===== config.mk =====
export PLATFORM = sky130hd
export DESIGN_NAME = iob_uart16550_init_arb
export DESIGN_NICKNAME = d
export VERILOG_FILES = /design/src/rtl/iob_uart16550_init_arb.sv
export SDC_FILE = /design/constraint.sdc
export NUM_CORES = 1
export LEC_CHECK = 0
export ABC_AREA = 1
export BUFFER_PORTS_ARGS = -buffer_cell sky130_fd_sc_hd__buf_2
export CORE_UTILIZATION = 38
export CTS_CLUSTER_SIZE = 20
export DETAILED_ROUTE_END_ITERATION = 10
export PLACE_DENSITY = 0.84
export REMOVE_ABC_BUFFERS = 1
export SETUP_SLACK_MARGIN = 0.2
export SLEW_MARGIN = 20
export SYNTH_ARGS = -nofsm -noshare
export SYNTH_HDL_FRONTEND = slang
export SYNTH_SLANG_ARGS = --single-unit

===== constraint.sdc =====
create_clock -name clk_i -period 2.68 [get_ports clk_i]
set_input_delay 0 -clock clk_i [delete_from_list [all_inputs] [get_ports clk_i]]
set_output_delay 0 -clock clk_i [all_outputs]
set_load 0.005 [all_outputs]

===== src/rtl/iob_uart16550_init_arb.sv =====
// UART 16550 init sequencer and host arbiter.
// After reset (or a start_i request) it programs the divisor latch, line
// control, FIFO control and interrupt enable registers of the UART. It then
// hands the IOb bus to the host as a combinational passthrough.
module iob_uart16550_init_arb #(
  parameter int         ADDR_W  = 3,
  parameter int         DATA_W  = 32,
  parameter logic [7:0] IER_VAL = 8'h00
) (
  input  logic                  clk_i,
  input  logic                  arst_n_i,
  input  logic                  cke_i,
  input  logic                  start_i,
  input  logic [15:0]           div_i,
  output logic                  busy_o,
  output logic                  done_o,
  // host side (IOb slave)
  input  logic                  h_iob_avalid_i,
  input  logic [ADDR_W-1:0]     h_iob_addr_i,
  input  logic [DATA_W-1:0]     h_iob_wdata_i,
  input  logic [DATA_W/8-1:0]   h_iob_wstrb_i,
  output logic                  h_iob_rvalid_o,
  output logic [DATA_W-1:0]     h_iob_rdata_o,
  output logic                  h_iob_ready_o,
  // UART side (IOb master)
  output logic                  u_iob_avalid_o,
  output logic [ADDR_W-1:0]     u_iob_addr_o,
  output logic [DATA_W-1:0]     u_iob_wdata_o,
  output logic [DATA_W/8-1:0]   u_iob_wstrb_o,
  input  logic                  u_iob_rvalid_i,
  input  logic [DATA_W-1:0]     u_iob_rdata_i,
  input  logic                  u_iob_ready_i
);

  localparam int STRB_W = DATA_W / 8;

  localparam logic [2:0] INIT_DLAB = 3'd0;
  localparam logic [2:0] INIT_DLL  = 3'd1;
  localparam logic [2:0] INIT_DLM  = 3'd2;
  localparam logic [2:0] INIT_LCR  = 3'd3;
  localparam logic [2:0] INIT_FCR  = 3'd4;
  localparam logic [2:0] INIT_IER  = 3'd5;
  localparam logic [2:0] PASS      = 3'd6;

  logic [2:0]        state_r;
  logic [2:0]        state_nxt_s;
  logic [15:0]       div_r;
  logic              armed_r;    // low until the first enabled edge after reset
  logic              busy_r;
  logic              done_r;
  logic              rd_pend_r;

  logic              in_pass_s;
  logic              in_init_s;
  logic              init_fire_s;
  logic              restart_s;
  logic              rd_acc_s;
  logic [ADDR_W-1:0] init_addr_s;
  logic [7:0]        init_byte_s;

  // One-hot byte-lane strobe selected by the low address bits
  function automatic logic [STRB_W-1:0] lane_strb(input logic [ADDR_W-1:0] addr);
    logic [STRB_W-1:0] s;
    for (int i = 0; i < STRB_W; i++) begin
      if ((int'(addr) % STRB_W) == i) begin
        s[i] = 1'b1;
      end else begin
        s[i] = 1'b0;
      end
    end
    return s;
  endfunction

  assign in_pass_s   = (state_r == PASS);
  // An unknown encoding is never treated as an init state, so it cannot issue a stray write
  assign in_init_s   = (state_r <= INIT_IER);
  assign init_fire_s = in_init_s & armed_r & u_iob_ready_i;
  assign restart_s   = in_pass_s & start_i & ~h_iob_avalid_i & ~rd_pend_r;
  assign rd_acc_s    = in_pass_s & h_iob_avalid_i & u_iob_ready_i &
                       (h_iob_wstrb_i == {STRB_W{1'b0}});

  // Register address and byte value written in each init state
  always_comb begin
    init_addr_s = ADDR_W'(32'd0);
    init_byte_s = 8'h00;
    case (state_r)
      INIT_DLAB: begin init_addr_s = ADDR_W'(32'd3); init_byte_s = 8'h83;       end
      INIT_DLL:  begin init_addr_s = ADDR_W'(32'd0); init_byte_s = div_r[7:0];  end
      INIT_DLM:  begin init_addr_s = ADDR_W'(32'd1); init_byte_s = div_r[15:8]; end
      INIT_LCR:  begin init_addr_s = ADDR_W'(32'd3); init_byte_s = 8'h03;       end
      INIT_FCR:  begin init_addr_s = ADDR_W'(32'd2); init_byte_s = 8'h07;       end
      INIT_IER:  begin init_addr_s = ADDR_W'(32'd1); init_byte_s = IER_VAL;     end
      default:   begin init_addr_s = ADDR_W'(32'd0); init_byte_s = 8'h00;       end
    endcase
  end

  // Next-state logic: each init write advances on accept, PASS waits for a clean restart
  always_comb begin
    state_nxt_s = state_r;
    case (state_r)
      INIT_DLAB: if (init_fire_s) state_nxt_s = INIT_DLL; else state_nxt_s = state_r;
      INIT_DLL:  if (init_fire_s) state_nxt_s = INIT_DLM; else state_nxt_s = state_r;
      INIT_DLM:  if (init_fire_s) state_nxt_s = INIT_LCR; else state_nxt_s = state_r;
      INIT_LCR:  if (init_fire_s) state_nxt_s = INIT_FCR; else state_nxt_s = state_r;
      INIT_FCR:  if (init_fire_s) state_nxt_s = INIT_IER; else state_nxt_s = state_r;
      INIT_IER:  if (init_fire_s) state_nxt_s = PASS;     else state_nxt_s = state_r;
      PASS:      if (restart_s)   state_nxt_s = INIT_DLAB; else state_nxt_s = state_r;
      default:   state_nxt_s = INIT_DLAB;
    endcase
  end

  // Sequencer state, divisor latch, status flags and pending-read tracker
  always_ff @(posedge clk_i or negedge arst_n_i) begin
    if (!arst_n_i) begin
      state_r   <= INIT_DLAB;
      div_r     <= 16'h0000;
      armed_r   <= 1'b0;
      busy_r    <= 1'b1;
      done_r    <= 1'b0;
      rd_pend_r <= 1'b0;
    end else if (cke_i) begin
      state_r <= state_nxt_s;
      if (!armed_r) begin
        armed_r <= 1'b1;
        div_r   <= div_i;
      end else if (restart_s) begin
        div_r   <= div_i;
      end else begin
        div_r   <= div_r;
      end
      if (restart_s) begin
        busy_r <= 1'b1;
        done_r <= 1'b0;
      end else if ((state_r == INIT_IER) && init_fire_s) begin
        busy_r <= 1'b0;
        done_r <= 1'b1;
      end else begin
        busy_r <= busy_r;
        done_r <= done_r;
      end
      if (rd_acc_s) begin
        rd_pend_r <= 1'b1;
      end else if (in_pass_s && u_iob_rvalid_i) begin
        rd_pend_r <= 1'b0;
      end else begin
        rd_pend_r <= rd_pend_r;
      end
    end
  end

  assign busy_o = busy_r;
  assign done_o = done_r;

  // Bus mux: host passthrough in PASS, sequencer-driven writes otherwise
  always_comb begin
    if (in_pass_s) begin
      u_iob_avalid_o = h_iob_avalid_i;
      u_iob_addr_o   = h_iob_addr_i;
      u_iob_wdata_o  = h_iob_wdata_i;
      u_iob_wstrb_o  = h_iob_wstrb_i;
      h_iob_ready_o  = u_iob_ready_i;
      h_iob_rvalid_o = u_iob_rvalid_i;
      h_iob_rdata_o  = u_iob_rdata_i;
    end else begin
      u_iob_avalid_o = in_init_s & armed_r;
      u_iob_addr_o   = init_addr_s;
      u_iob_wdata_o  = {STRB_W{init_byte_s}};
      u_iob_wstrb_o  = lane_strb(init_addr_s);
      h_iob_ready_o  = 1'b0;
      h_iob_rvalid_o = 1'b0;
      h_iob_rdata_o  = {DATA_W{1'b0}};
    end
  end

endmodule


**Word-level counts from Yosys, hierarchy flattened**

Index checks and enable logic that the tools add are counted.

- Logic and storage cells: 76
- Register bits: 23
- Input bits: 94

- Reduce and logical (&&, ||, !) cells: 13
- Magnitude comparators: 1
- Multiplexer cells: 29
- Bitwise logic cells: 10
- Eq/ne operators: 17

Operators with widths:

| kind | number |
|---|---|
| $mux 32 | 2 |
| $pmux 8 s5 | 1 |
| $logic_not 32->1 | 1 |
| $mux 16 | 2 |
| $mux 3 | 8 |
| $pmux 3 s7 | 1 |
| $mux 1 | 13 |
| $ne 2x2->1 const B | 6 |
| $eq 3x3->1 const B | 3 |
| $and 1x1->1 | 8 |
| $reduce_and 8->1 | 1 |
| $eq 3x2->1 const B | 2 |
| $pmux 2 s3 | 1 |
| $reduce_and 2->1 | 3 |
| $eq 2x2->1 const B | 2 |
| $logic_not 4->1 | 1 |
| $mux 4 | 1 |
| $ne 2x1->1 const B | 2 |
| $reduce_bool 2->1 | 2 |
| $reduce_or 2->1 | 2 |
| $eq 3x1->1 const B | 1 |
| $le 3x3->1 const B | 1 |
| $logic_not 3->1 | 1 |
| $eq 2x1->1 const B | 1 |
| 2 further kinds | 4 |

**Depth between registers and ports, before layout**

- Word-level depth: 6
- Gate-level depth with buffers: 9
- Mapped depth without buffers: 8

**Worst setup path before layout**

Ideal clock, no wire load.

- Kind: reg2reg
- Start: register state_r[0]
- End: register div_r[10]
- Library setup time: 0.117 ns
- Stages on the path, launching flop included: 10
- Data required time: 2.563 ns
- Arrival: 1.146 ns
- Path slack: 1.417 ns
- Buffers on the path: 1
- Period minus slack after synthesis: 1.263 ns
- Path through: dfrtp_1 -> inv_2 -> nand2_4 -> nor2_8 -> nand2_4 -> nand2_4 -> nand2_4 -> buf_6 -> nand2_1 -> nand2_1

- Cells in the longest elaborated chain, start to end: 6

Ends and longest elaborated chain:

| what | RTL line | text |
|---|---|---|
| from (decl) | 45 | `logic [2:0] state_r;` |
| from (signal assigned) | 122 | `state_r <= state_nxt_s;` |
| $eq 3x3->1 | 74 | `assign in_pass_s = (state_r == PASS);` |
| $and 1x1->1 (3 in series) | 78 | `assign restart_s = in_pass_s & start_i & ~h_iob_avalid_i & ~rd_pend_r;` |
| $ne 2x1->1 (no line) | n/a |  |
| $reduce_and 2->1 (no line) | n/a |  |
| to (signal assigned) | 125 | `div_r <= div_i;` |
| to (signal assigned) | 127 | `div_r <= div_i;` |
| to (signal assigned) | 129 | `div_r <= div_r;` |
| to (decl) | 47 | `logic [15:0] div_r;` |

No other way between the ends.
A chain may end at the register's enable or synchronous reset.

**Final worst setup path**

- Start: register state_r[2]
- End: output port u_iob_avalid_o

- Cells in the longest elaborated chain, start to end: 3
- Elaborated cells between the ends (all ways): 4
- Classes of those cells: 1 x order compare; 1 x eq/ne; 1 x mux; 1 x bitwise

Ends and longest elaborated chain:

| what | RTL line | text |
|---|---|---|
| $le 3x3->1 | 76 | `assign in_init_s = (state_r <= INIT_IER);` |
| $and 1x1->1 | 165 | `u_iob_avalid_o = in_init_s & armed_r;` |
| $mux 1 * | 156 | `if (in_pass_s) begin` |
| to (decl) | 26 | `output logic u_iob_avalid_o,` |

Every way passes the cells marked *; elsewhere a longest branch is shown, timed or not.

==> flow_summary.ini <==
[outcome]
status = finished clean

[routing]
totalWireLength_um = 5940
first_iter_violations = 139
vias = 2528
antenna_left = 0
dr.pass1.iters = 4
route.detailed.drc = 0
routedWlPerCell_um = 10.8
via_per_inst = 4.61

[timing]
tightest_slew_ns = 0.576
clock_skew_ns = 0.00304
finalSetupViolations = 0
fin_tns_setup_ns = 0
hold_slack_ns = 0.0225
period_needed_ns = 2.13
relSlewSlack_pct = 61.5
rsz0062_at_grt = no
period_share_pct = 79.4
finalHoldViolations = 0
clock.fmax_ghz = 0.470
slew_violations = 0

[power]
power.switching_mw = 0.945
combPwrFrac_pct = 60.8
p_per_area_nw_per_um2 = 738
power.internal_mw = 1.18
vdd_drop_max_uv = 280
p_sw_share_pct = 44.4
clock_power_share_pct = 9.9
seq_power_share_pct = 29.3
p_leak_nw = 2.00

[layout]
final_cell_mix = 169 x buf_2, 133 x nand2_1, 45 x inv_1
syn_to_final_growth_pct = 55.9
final_common_cell = buf_2
diodes = 0
final_layout_size_suffix_gt1_share_pct = 37.4
fin_nets = 589

[logic_synthesis]
ys_ff_latch = 23
synth_largest_area_cell = dfrtp_1
synth_top_cell_area_share_pct = 29.7
avgSynthCellArea_um2 = 5.80
ys_top_cells_by_area = dfrtp_1 30%, nand2_1 27%, inv_1 9.1%
yosys_warnings = 0
synth_cell_types = 20
syn-cell-area_um2 = 1850
syn_inst = 319
ys_seq_area_share_pct = 31.2

[die]
die_area_um2 = 5150
dieHeight_um = 71.8
core_region_area_um2 = 4690
ioPinCount = 170
start_util_pct = 39.4
fp.dieW_um = 71.8
rows = 25

[job]
max-cap-violations = 0

[clock_tree]
clkTransAtPathRegs_ns = 0.08
clkLatencyLatePin_ns = 0.26
cts_max_level = 1
cts_tree = built
cts_sinks = 23
clockBufferDepth = 2
cts_root_buffer = clkbuf_8
numCtsBuffers = 3

[placed_design]
portBuffers = 169
hpwl_um = 4630
globalplace.congestion = 0.837

[global_route]
grt_overflow = 0
globalRouteTotalUtil_pct = 21.6
grt_pass1_vias = 2134
antenna_found_initial = 0
grt_max_degree = 44
grt_first_pass_wirelength_um = 9080

[worst_setup_path]
critPathKind = register to output port
critPathRequiredTime_ns = 2.68
critPathMaxFanout = 43
start_kind = register
end_kind = output port
r2r_setup_slack_ns = 0.85
cp_data_arrival_time_ns = 2.13

[worst_hold_path]
min_path_type = input port to register
==> cells in the mapped netlist (all sizes together) <==
cell type  instances
o211ai             1
nand3             29
or2                1
dfrtp             22
nand2            137
clkbuf             2
o21ai              9
nor2              46
dfstp              1
nand4             10
buf               12
inv               49
==> kinds of logic after synthesis <==
kind of cell / Yosys count / synth area share (%)
AND/OR/NAND/NOR: 223 / 51.3
buffers and inverters: 63 / 14.7
flip-flops: 23 / 31.2
AO/OA/AOI/OAI: 10 / 2.84
==> through the flow <==
stage / cell area [um2] / util, % / power (mW) / std cells / setup slack [ns]
after global routing: 2890 / 61.5 / 2.34 / 548 / 0.332
final: 2890 / 61.5 / 2.13 / 548 / 0.551
after global placement: 2680 / 57.1 / 1.86 / 528 / 0.953
after detailed placement: 2680 / 57.1 / 1.89 / 528 / 0.845
after CTS: 2890 / 61.5 / 2.12 / 548 / 0.548
after floorplan: 1770 / - / 1.28 / 305 / 1.17
==> layer usage <==
layer | up-vias | GRT usage (%) | wire length, um
met3 | 10 | 1.27 | 306
met5 | - | 0 | 0
met1 | 1122 | 26.9 | 2580
met2 | 86 | 39.9 | 2970
li1 | 1310 | - | -
met4 | 0 | 6.75 | 78
==> flip-flops by register name (all words and copies together) (netlist names) <==
register   flops
div_r         16
armed_r        1
busy_o         1
done_o         1
state_r        3
rd_pend_r      1
==> area by class of cell <==
| cell class | count | area [um2] |
|---|---|---|
| fill | 439 | 1810 |
| timing repair buffer | 185 | 1010 |
| multi-input combinational | 233 | 1000 |
| sequential | 23 | 577 |
| inverter | 49 | 186 |
| tap | 54 | 67.6 |
| clock buffer | 3 | 41.3 |
| clock inverter | 1 | 5.00 |
==> critical path, stage by stage (launching register included) <==
cell and delay (ns):
dfrtp_1 0.51, inv_4 0.11, nor2_8 0.47, inv_2 0.37, o21ai_0 0.25, buf_2 0.14
==> worst paths after layout <==
kind | start | end | cells after the start
worst max-delay path | state_r[2] | u_iob_avalid_o | 5
worst min-delay path | div_i[15] | div_r[15] | 3
worst max register to register | state_r[2] | div_r[14] | 7
worst min register to register | busy_o | busy_o | 2
max in group asynchronous | arst_n_i | busy_o | 2
min in group asynchronous | arst_n_i | div_r[12] | 2
==> timing repair <==
| item | in CTS | in global routing |
|---|---|---|
| resized for setup | 0 | 0 |
| endpoints found under the hold margin | 37 | 0 |
| setup buffers | 0 | 0 |
| setup endpoints to repair | 0 | 0 |
| hold buffers | 16 | 0 |
==> power groups by stage <==
stage	Clock [mW]	Sequential, mW	Combinational (mW)
detailed placement	0	0.627	1.27
CTS	0.212	0.623	1.29
global route	0.219	0.647	1.48
global placement	0	0.622	1.24
floorplan	0	0.603	0.676
finish	0.210	0.624	1.29
Power figures use the tool's default switching activity.
